### config.mk
export PLATFORM = sky130hd
export DESIGN_NAME = pipe_hazard_ctrl_flat
export DESIGN_NICKNAME = d
export VERILOG_FILES = /design/src/rtl/pipe_hazard_ctrl_if.sv /design/src/rtl/pipe_hazard_ctrl.sv /design/src/flat_wrapper.sv
export SDC_FILE = /design/constraint.sdc
export NUM_CORES = 1
export LEC_CHECK = 0
export ABC_AREA = 0
export CAP_MARGIN = 20
export CORE_MARGIN = 2
export CORE_UTILIZATION = 45
export CTS_BUF_LIST = sky130_fd_sc_hd__clkbuf_8
export DETAILED_ROUTE_END_ITERATION = 10
export GPL_TIMING_DRIVEN = 1
export PLACE_DENSITY_LB_ADDON = 0.3
export SETUP_SLACK_MARGIN = 0.3
export SLEW_MARGIN = 20
export SYNTH_ARGS = -nofsm -noshare
export SYNTH_HDL_FRONTEND = slang
export SYNTH_SLANG_ARGS = --single-unit
### constraint.sdc
create_clock -name clk -period 3.3 [get_ports clk]
set_clock_uncertainty 0.15 [all_clocks]
set_input_delay 0.66 -clock clk [delete_from_list [all_inputs] [get_ports clk]]
set_output_delay 0.66 -clock clk [all_outputs]
set_load 0.02 [all_outputs]
### src/rtl/pipe_hazard_ctrl_if.sv
// Pipeline-to-hazard-controller signal bundle.
// The slave modport is the controller's view; master is the pipeline's view.
interface pipe_hazard_ctrl_if #(
    parameter int unsigned CNT_W = 16
);
    logic [3:0]       id_src1;
    logic [3:0]       id_src2;
    logic             id_src1_v;
    logic             id_src2_v;
    logic             exe_wb_en;
    logic             exe_mem_r_en;
    logic [3:0]       exe_wb_dest;
    logic             mem_wb_en;
    logic [3:0]       mem_wb_dest;
    logic             exe_branch_taken;
    logic             mem_access;
    logic             mem_ready;
    logic             stat_clr;

    logic             freeze_pc;
    logic             freeze_if;
    logic             flush_if;
    logic             bubble_id;
    logic             freeze_back;
    logic [1:0]       state;
    logic [CNT_W-1:0] stall_count;
    logic             mem_timeout;

    modport slave (
        input  id_src1, id_src2, id_src1_v, id_src2_v,
        input  exe_wb_en, exe_mem_r_en, exe_wb_dest,
        input  mem_wb_en, mem_wb_dest,
        input  exe_branch_taken, mem_access, mem_ready, stat_clr,
        output freeze_pc, freeze_if, flush_if, bubble_id, freeze_back,
        output state, stall_count, mem_timeout
    );

    modport master (
        output id_src1, id_src2, id_src1_v, id_src2_v,
        output exe_wb_en, exe_mem_r_en, exe_wb_dest,
        output mem_wb_en, mem_wb_dest,
        output exe_branch_taken, mem_access, mem_ready, stat_clr,
        input  freeze_pc, freeze_if, flush_if, bubble_id, freeze_back,
        input  state, stall_count, mem_timeout
    );
endinterface

### src/rtl/pipe_hazard_ctrl.sv
// Pipeline hazard controller: RAW / load-use stalls, branch flush and memory-wait freeze,
// with a stall statistics counter and a sticky memory timeout flag.
module pipe_hazard_ctrl #(
    parameter bit          FWD_EN  = 1'b0,
    parameter int unsigned TIMEOUT = 255,
    parameter int unsigned CNT_W   = 16
) (
    input  logic              clk,
    input  logic              rst,
    pipe_hazard_ctrl_if.slave bus
);

    localparam int unsigned     WaitW   = (TIMEOUT < 2) ? 1 : $clog2(TIMEOUT + 1);
    localparam logic [WaitW-1:0] WaitMax = WaitW'(TIMEOUT);

    typedef enum logic [1:0] {
        StRun     = 2'b00,
        StMemWait = 2'b01
    } state_e;

    state_e           r_state;
    state_e           w_state_d;
    logic [WaitW-1:0] r_wait_cnt;
    logic [WaitW-1:0] w_wait_cnt_d;
    logic             r_timeout;
    logic             w_timeout_d;
    logic [CNT_W-1:0] r_stall_cnt;
    logic [CNT_W-1:0] w_stall_cnt_d;

    logic w_mem_stall;
    logic w_exe_hit1;
    logic w_exe_hit2;
    logic w_match1;
    logic w_match2;
    logic w_load_use;
    logic w_hazard;
    logic w_valid;

    logic w_freeze_pc;
    logic w_freeze_if;
    logic w_flush_if;
    logic w_bubble_id;
    logic w_freeze_back;

    assign w_mem_stall = bus.mem_access & ~bus.mem_ready;

    assign w_exe_hit1 = bus.exe_wb_en & (bus.id_src1 == bus.exe_wb_dest);
    assign w_exe_hit2 = bus.exe_wb_en & (bus.id_src2 == bus.exe_wb_dest);

    assign w_match1 = bus.id_src1_v &
                      (w_exe_hit1 | (bus.mem_wb_en & (bus.id_src1 == bus.mem_wb_dest)));
    assign w_match2 = bus.id_src2_v &
                      (w_exe_hit2 | (bus.mem_wb_en & (bus.id_src2 == bus.mem_wb_dest)));

    // With forwarding only a load in EXE cannot be bypassed in time.
    assign w_load_use = bus.exe_mem_r_en &
                        ((bus.id_src1_v & w_exe_hit1) | (bus.id_src2_v & w_exe_hit2));

    assign w_hazard = FWD_EN ? w_load_use : (w_match1 | w_match2);

    // State register and datapath registers
    always_ff @(posedge clk) begin
        if (!rst) begin
            r_state     <= StRun;
            r_wait_cnt  <= '0;
            r_timeout   <= 1'b0;
            r_stall_cnt <= '0;
        end else begin
            r_state     <= w_state_d;
            r_wait_cnt  <= w_wait_cnt_d;
            r_timeout   <= w_timeout_d;
            r_stall_cnt <= w_stall_cnt_d;
        end
    end

    // Next-state logic
    always_comb begin
        w_state_d    = StRun;
        w_wait_cnt_d = '0;
        case (r_state)
            StRun: begin
                if (w_mem_stall) begin
                    w_state_d    = StMemWait;
                    w_wait_cnt_d = WaitW'(1);
                end
            end
            StMemWait: begin
                if (w_mem_stall) begin
                    w_state_d    = StMemWait;
                    w_wait_cnt_d = (r_wait_cnt == WaitMax) ? r_wait_cnt
                                                           : r_wait_cnt + WaitW'(1);
                end
            end
            default: begin
                w_state_d    = StRun;
                w_wait_cnt_d = '0;
            end
        endcase
    end

    assign w_timeout_d = r_timeout | ((w_state_d == StMemWait) && (w_wait_cnt_d == WaitMax));

    // Output logic: identical priority in both legal states, silent otherwise
    assign w_valid = rst & ((r_state == StRun) | (r_state == StMemWait));

    always_comb begin
        w_freeze_pc   = 1'b0;
        w_freeze_if   = 1'b0;
        w_flush_if    = 1'b0;
        w_bubble_id   = 1'b0;
        w_freeze_back = 1'b0;
        if (w_valid) begin
            if (w_mem_stall) begin
                w_freeze_pc   = 1'b1;
                w_freeze_if   = 1'b1;
                w_freeze_back = 1'b1;
            end else if (bus.exe_branch_taken) begin
                w_flush_if  = 1'b1;
                w_bubble_id = 1'b1;
            end else if (w_hazard) begin
                w_freeze_pc = 1'b1;
                w_freeze_if = 1'b1;
                w_bubble_id = 1'b1;
            end
        end
    end

    always_comb begin
        w_stall_cnt_d = r_stall_cnt;
        if (bus.stat_clr) begin
            w_stall_cnt_d = '0;
        end else if (w_freeze_pc && !(&r_stall_cnt)) begin
            w_stall_cnt_d = r_stall_cnt + CNT_W'(1);
        end
    end

    assign bus.freeze_pc   = w_freeze_pc;
    assign bus.freeze_if   = w_freeze_if;
    assign bus.flush_if    = w_flush_if;
    assign bus.bubble_id   = w_bubble_id;
    assign bus.freeze_back = w_freeze_back;
    assign bus.state       = r_state;
    assign bus.stall_count = r_stall_cnt;
    assign bus.mem_timeout = r_timeout;

endmodule

### src/flat_wrapper.sv
// flat-port wrapper written by rule: the top's interface ports become plain ports
module pipe_hazard_ctrl_flat 
#(
    parameter bit          FWD_EN  = 1'b0,
    parameter int unsigned TIMEOUT = 255,
    parameter int unsigned CNT_W   = 16
)
  (clk, rst, bus_id_src1, bus_id_src2, bus_id_src1_v, bus_id_src2_v, bus_exe_wb_en, bus_exe_mem_r_en, bus_exe_wb_dest, bus_mem_wb_en, bus_mem_wb_dest, bus_exe_branch_taken, bus_mem_access, bus_mem_ready, bus_stat_clr, bus_freeze_pc, bus_freeze_if, bus_flush_if, bus_bubble_id, bus_freeze_back, bus_state, bus_stall_count, bus_mem_timeout);
  pipe_hazard_ctrl_if #(.CNT_W(CNT_W)) bus_i ();
  input  logic clk;
  input  logic rst;
  input wire logic [$bits(bus_i.id_src1)-1:0] bus_id_src1;
  input wire logic [$bits(bus_i.id_src2)-1:0] bus_id_src2;
  input wire logic [$bits(bus_i.id_src1_v)-1:0] bus_id_src1_v;
  input wire logic [$bits(bus_i.id_src2_v)-1:0] bus_id_src2_v;
  input wire logic [$bits(bus_i.exe_wb_en)-1:0] bus_exe_wb_en;
  input wire logic [$bits(bus_i.exe_mem_r_en)-1:0] bus_exe_mem_r_en;
  input wire logic [$bits(bus_i.exe_wb_dest)-1:0] bus_exe_wb_dest;
  input wire logic [$bits(bus_i.mem_wb_en)-1:0] bus_mem_wb_en;
  input wire logic [$bits(bus_i.mem_wb_dest)-1:0] bus_mem_wb_dest;
  input wire logic [$bits(bus_i.exe_branch_taken)-1:0] bus_exe_branch_taken;
  input wire logic [$bits(bus_i.mem_access)-1:0] bus_mem_access;
  input wire logic [$bits(bus_i.mem_ready)-1:0] bus_mem_ready;
  input wire logic [$bits(bus_i.stat_clr)-1:0] bus_stat_clr;
  output wire logic [$bits(bus_i.freeze_pc)-1:0] bus_freeze_pc;
  output wire logic [$bits(bus_i.freeze_if)-1:0] bus_freeze_if;
  output wire logic [$bits(bus_i.flush_if)-1:0] bus_flush_if;
  output wire logic [$bits(bus_i.bubble_id)-1:0] bus_bubble_id;
  output wire logic [$bits(bus_i.freeze_back)-1:0] bus_freeze_back;
  output wire logic [$bits(bus_i.state)-1:0] bus_state;
  output wire logic [$bits(bus_i.stall_count)-1:0] bus_stall_count;
  output wire logic [$bits(bus_i.mem_timeout)-1:0] bus_mem_timeout;
  assign bus_i.id_src1 = bus_id_src1;
  assign bus_i.id_src2 = bus_id_src2;
  assign bus_i.id_src1_v = bus_id_src1_v;
  assign bus_i.id_src2_v = bus_id_src2_v;
  assign bus_i.exe_wb_en = bus_exe_wb_en;
  assign bus_i.exe_mem_r_en = bus_exe_mem_r_en;
  assign bus_i.exe_wb_dest = bus_exe_wb_dest;
  assign bus_i.mem_wb_en = bus_mem_wb_en;
  assign bus_i.mem_wb_dest = bus_mem_wb_dest;
  assign bus_i.exe_branch_taken = bus_exe_branch_taken;
  assign bus_i.mem_access = bus_mem_access;
  assign bus_i.mem_ready = bus_mem_ready;
  assign bus_i.stat_clr = bus_stat_clr;
  assign bus_freeze_pc = bus_i.freeze_pc;
  assign bus_freeze_if = bus_i.freeze_if;
  assign bus_flush_if = bus_i.flush_if;
  assign bus_bubble_id = bus_i.bubble_id;
  assign bus_freeze_back = bus_i.freeze_back;
  assign bus_state = bus_i.state;
  assign bus_stall_count = bus_i.stall_count;
  assign bus_mem_timeout = bus_i.mem_timeout;
  pipe_hazard_ctrl #(.FWD_EN(FWD_EN), .TIMEOUT(TIMEOUT), .CNT_W(CNT_W)) u_core (.clk(clk), .rst(rst), .bus(bus_i));
endmodule
==> impl_metrics.env <==
export IMPL_antenna_found_initial=0
export IMPL_post_place_cells=329
export IMPL_syn_cell_area_um2=1810
export IMPL_ctsLongestPathBuffers=2
export IMPL_synth_async_reset_ratio_pct=0
export IMPL_cts_root_buf="clkbuf_8"
export IMPL_clkTransAtPathRegs_ns=0.08
export IMPL_finalSetupViolCount=0
export IMPL_finalHoldViolations=0
export IMPL_vias=1854
export IMPL_layout_drive_gt1_share_pct=19.3
export IMPL_synth_edf_count=0
export IMPL_ys_flop_type="dfxtp_1"
export IMPL_ys_warn_count=0
export IMPL_max_cap_viol_count=0
export IMPL_synth_fp_nets=256
export IMPL_power_per_cell_area_nw_per_um2=270
export IMPL_clkSinkCount=26
export IMPL_num_rows=23
export IMPL_final_cells=340
export IMPL_dieArea_um2=4540
export IMPL_synth_area_per_cell_um2=7.96
export IMPL_min_period_over_period_pct=89.0
export IMPL_grt_pass1_wl_mm=7.23
export IMPL_start_util_pct=45.8
export IMPL_start_kind="primary input"
export IMPL_hold_path_class="register to register"
export IMPL_wirelength_mm=4.50
export IMPL_area_delta_synth_final_pct=42.9
export IMPL_nets=320
export IMPL_path_class="primary input to output port"
export IMPL_rsz0062_at_grt="false"
export IMPL_most_common_layout_cells="clkdlybuf4s50_1 (33), nand2_1 (29), dfxtp_1 (26), buf_4 (21)"
export IMPL_die_w_um=67.4
export IMPL_syn_instance_count=227
export IMPL_core_area_um2=3940
export IMPL_gp_congestion=0.779
export IMPL_fmax_mhz=341
export IMPL_diodes=0
export IMPL_vias_per_cell=5.45
export IMPL_wl_per_cell_um=13.2
export IMPL_io_pins=51
export IMPL_io_buffers=48
export IMPL_ys_types=40
export IMPL_worstRegToRegCells=7
export IMPL_fin_util_pct=65.5
export IMPL_die_h_um=67.4
export IMPL_grt_start_max_net_pins=18
export IMPL_worstPathMaxFanout=3
export IMPL_seq_area_frac_synth_pct=28.8
export IMPL_ir_worst_vdd_mv=0.235
export IMPL_status="completed"
export IMPL_hold_depth=2
export IMPL_end_kind="output port"
export IMPL_grtUsageTotal_pct=20.3
export IMPL_drt_pass1_iterations=4
export IMPL_cp_arrival_ns=2.13
export IMPL_period_needed_ns=2.94
export IMPL_drtIter0Drc=106
export IMPL_cts_tree="done"
export IMPL_ys_ff_latch=26
export IMPL_drv_slew=0
export IMPL_worstPathRequired_ns=2.49
export IMPL_grt_pass1_vias=1726
export IMPL_htree_levels=1
export IMPL_route_detailed_drc=0
export IMPL_final_common_cell="clkdlybuf4s50_1"
export IMPL_p_leak_nw=1.07
export IMPL_cts_made_buffers=3
export IMPL_drtAntennaViolNets=0
export IMPL_grt_overflow=0
export IMPL_clk_latency_ns=0.27
export IMPL_post_dp_hpwl_mm=3.33
==> synth_stat cells, types with 2 or more instances <==
cell type	number	share of area, %
or2_2	16	5.5
o21ai_1	7	1.9
ha_1	2	1.4
xor2_1	12	5.8
buf_4	4	1.7
clkbuf_1	4	0.83
o211ai_1	4	1.7
a21oi_1	7	1.9
and4_1	3	1.5
o2111a_1	4	2.5
xnor2_1	5	2.4
a2111oi_0	2	0.97
o21ai_0	6	1.7
nand4_1	13	4.5
nand2b_1	2	0.69
nor2_1	17	3.5
nor3_1	4	1.1
nand3_1	10	2.8
and2_1	3	1.0
nand2_1	29	6.0
mux2i_1	17	9.4
dfxtp_1	26	29
inv_1	6	1.2
nand3_2	2	1.1
and3_1	6	2.1
nor4_2	2	1.4
==> path summary, 6_finish.rpt <==
path / from / end / slack (ns)
worst max-delay path: bus_exe_wb_dest[2] / bus_freeze_if / 0.36
worst min-delay path: u_core.bus.mem_timeout / u_core.bus.mem_timeout / 0.31
worst max register to register: u_core.r_wait_cnt[1] / u_core.bus.mem_timeout / 1.13
worst min register to register: u_core.bus.mem_timeout / u_core.bus.mem_timeout / 0.31
==> sequential cells by signal, indices dropped and copies added (netlist names) <==
register                flops
u_core.bus.mem_timeout      1
u_core.bus.state            1
u_core.r_wait_cnt           8
u_core.bus.stall_count     16
==> metal layers <==
| layer | vias up | part of all wire (%) | GRT usage [%] |
|---|---|---|---|
| met5 | - | 0 | 0 |
| li1 | 936 | - | - |
| met3 | 5 | 4.6 | 2.83 |
| met2 | 46 | 50 | 36.5 |
| met4 | 0 | 1.0 | 7.65 |
| met1 | 867 | 44 | 24.4 |
==> repair_timing <==
| action | in CTS | in global routing |
|---|---|---|
| hold endpoints to repair | 0 | 0 |
| setup buffers | 2 | 5 |
| resized for setup | 19 | 18 |
| hold buffers | 0 | 0 |
| cloned | 0 | 0 |
| pin swaps | 2 | 9 |
| endpoints found under the setup margin | 4 | 3 |
==> stage by stage <==
step	total power [mW]	hold WS [ns]	setup slack (ns)	TNS, ns	instance area, um2
2_1_floorplan	0.374	0.337	0.392	0	1810
3_3_place_gp	0.434	0.294	-0.315	-0.841	2390
3_5_place_dp	0.436	0.301	-0.324	-0.860	2390
4_1_cts	0.699	0.322	0.257	0	2470
5_1_grt	0.727	0.367	0.270	0	2580
6_report	0.698	0.312	0.364	0	2580
==> power breakdown <==
part,internal (mW),switching (mW)
Combinational,0.0649,0.0546
Clock,0.162,0.0997
Sequential,0.315,0.00178
Total,0.542,0.156
==> cell type report <==
type,instances,area [um2]
fill,334,1360
multi-input combinational,186,1250
timing repair buffer,68,657
sequential,26,520
tap,50,62.6
clock buffer,3,41.3
clock inverter,1,30.0
inverter,6,22.5
==> critical path: stages <==
cell	delay, ns
clkdlybuf4s50_1	0.45
xor2_1	0.18
nor3_1	0.15
nand4_1	0.14
and4_4	0.20
o21ai_4	0.19
buf_6	0.14
==> cells by family (layout without fill, tap and decap cells) <==
logic type                 count (synthesis)  after routing  synth area share [%]
buffers and inverters                     15             78                  4.36
adders and majority gates                  2              2                  1.38
and+or+nand+nor                          114            114                  34.3
xor gates and xnor gates                  17             17                  8.24
other                                      1              1                 0.208
muxes                                     17             17                  9.42
DFF                                       26             26                  28.8
AOI/OAI and AO/OA                         35             35                  13.3
No activity file was read; power rests on OpenSTA's default activity.
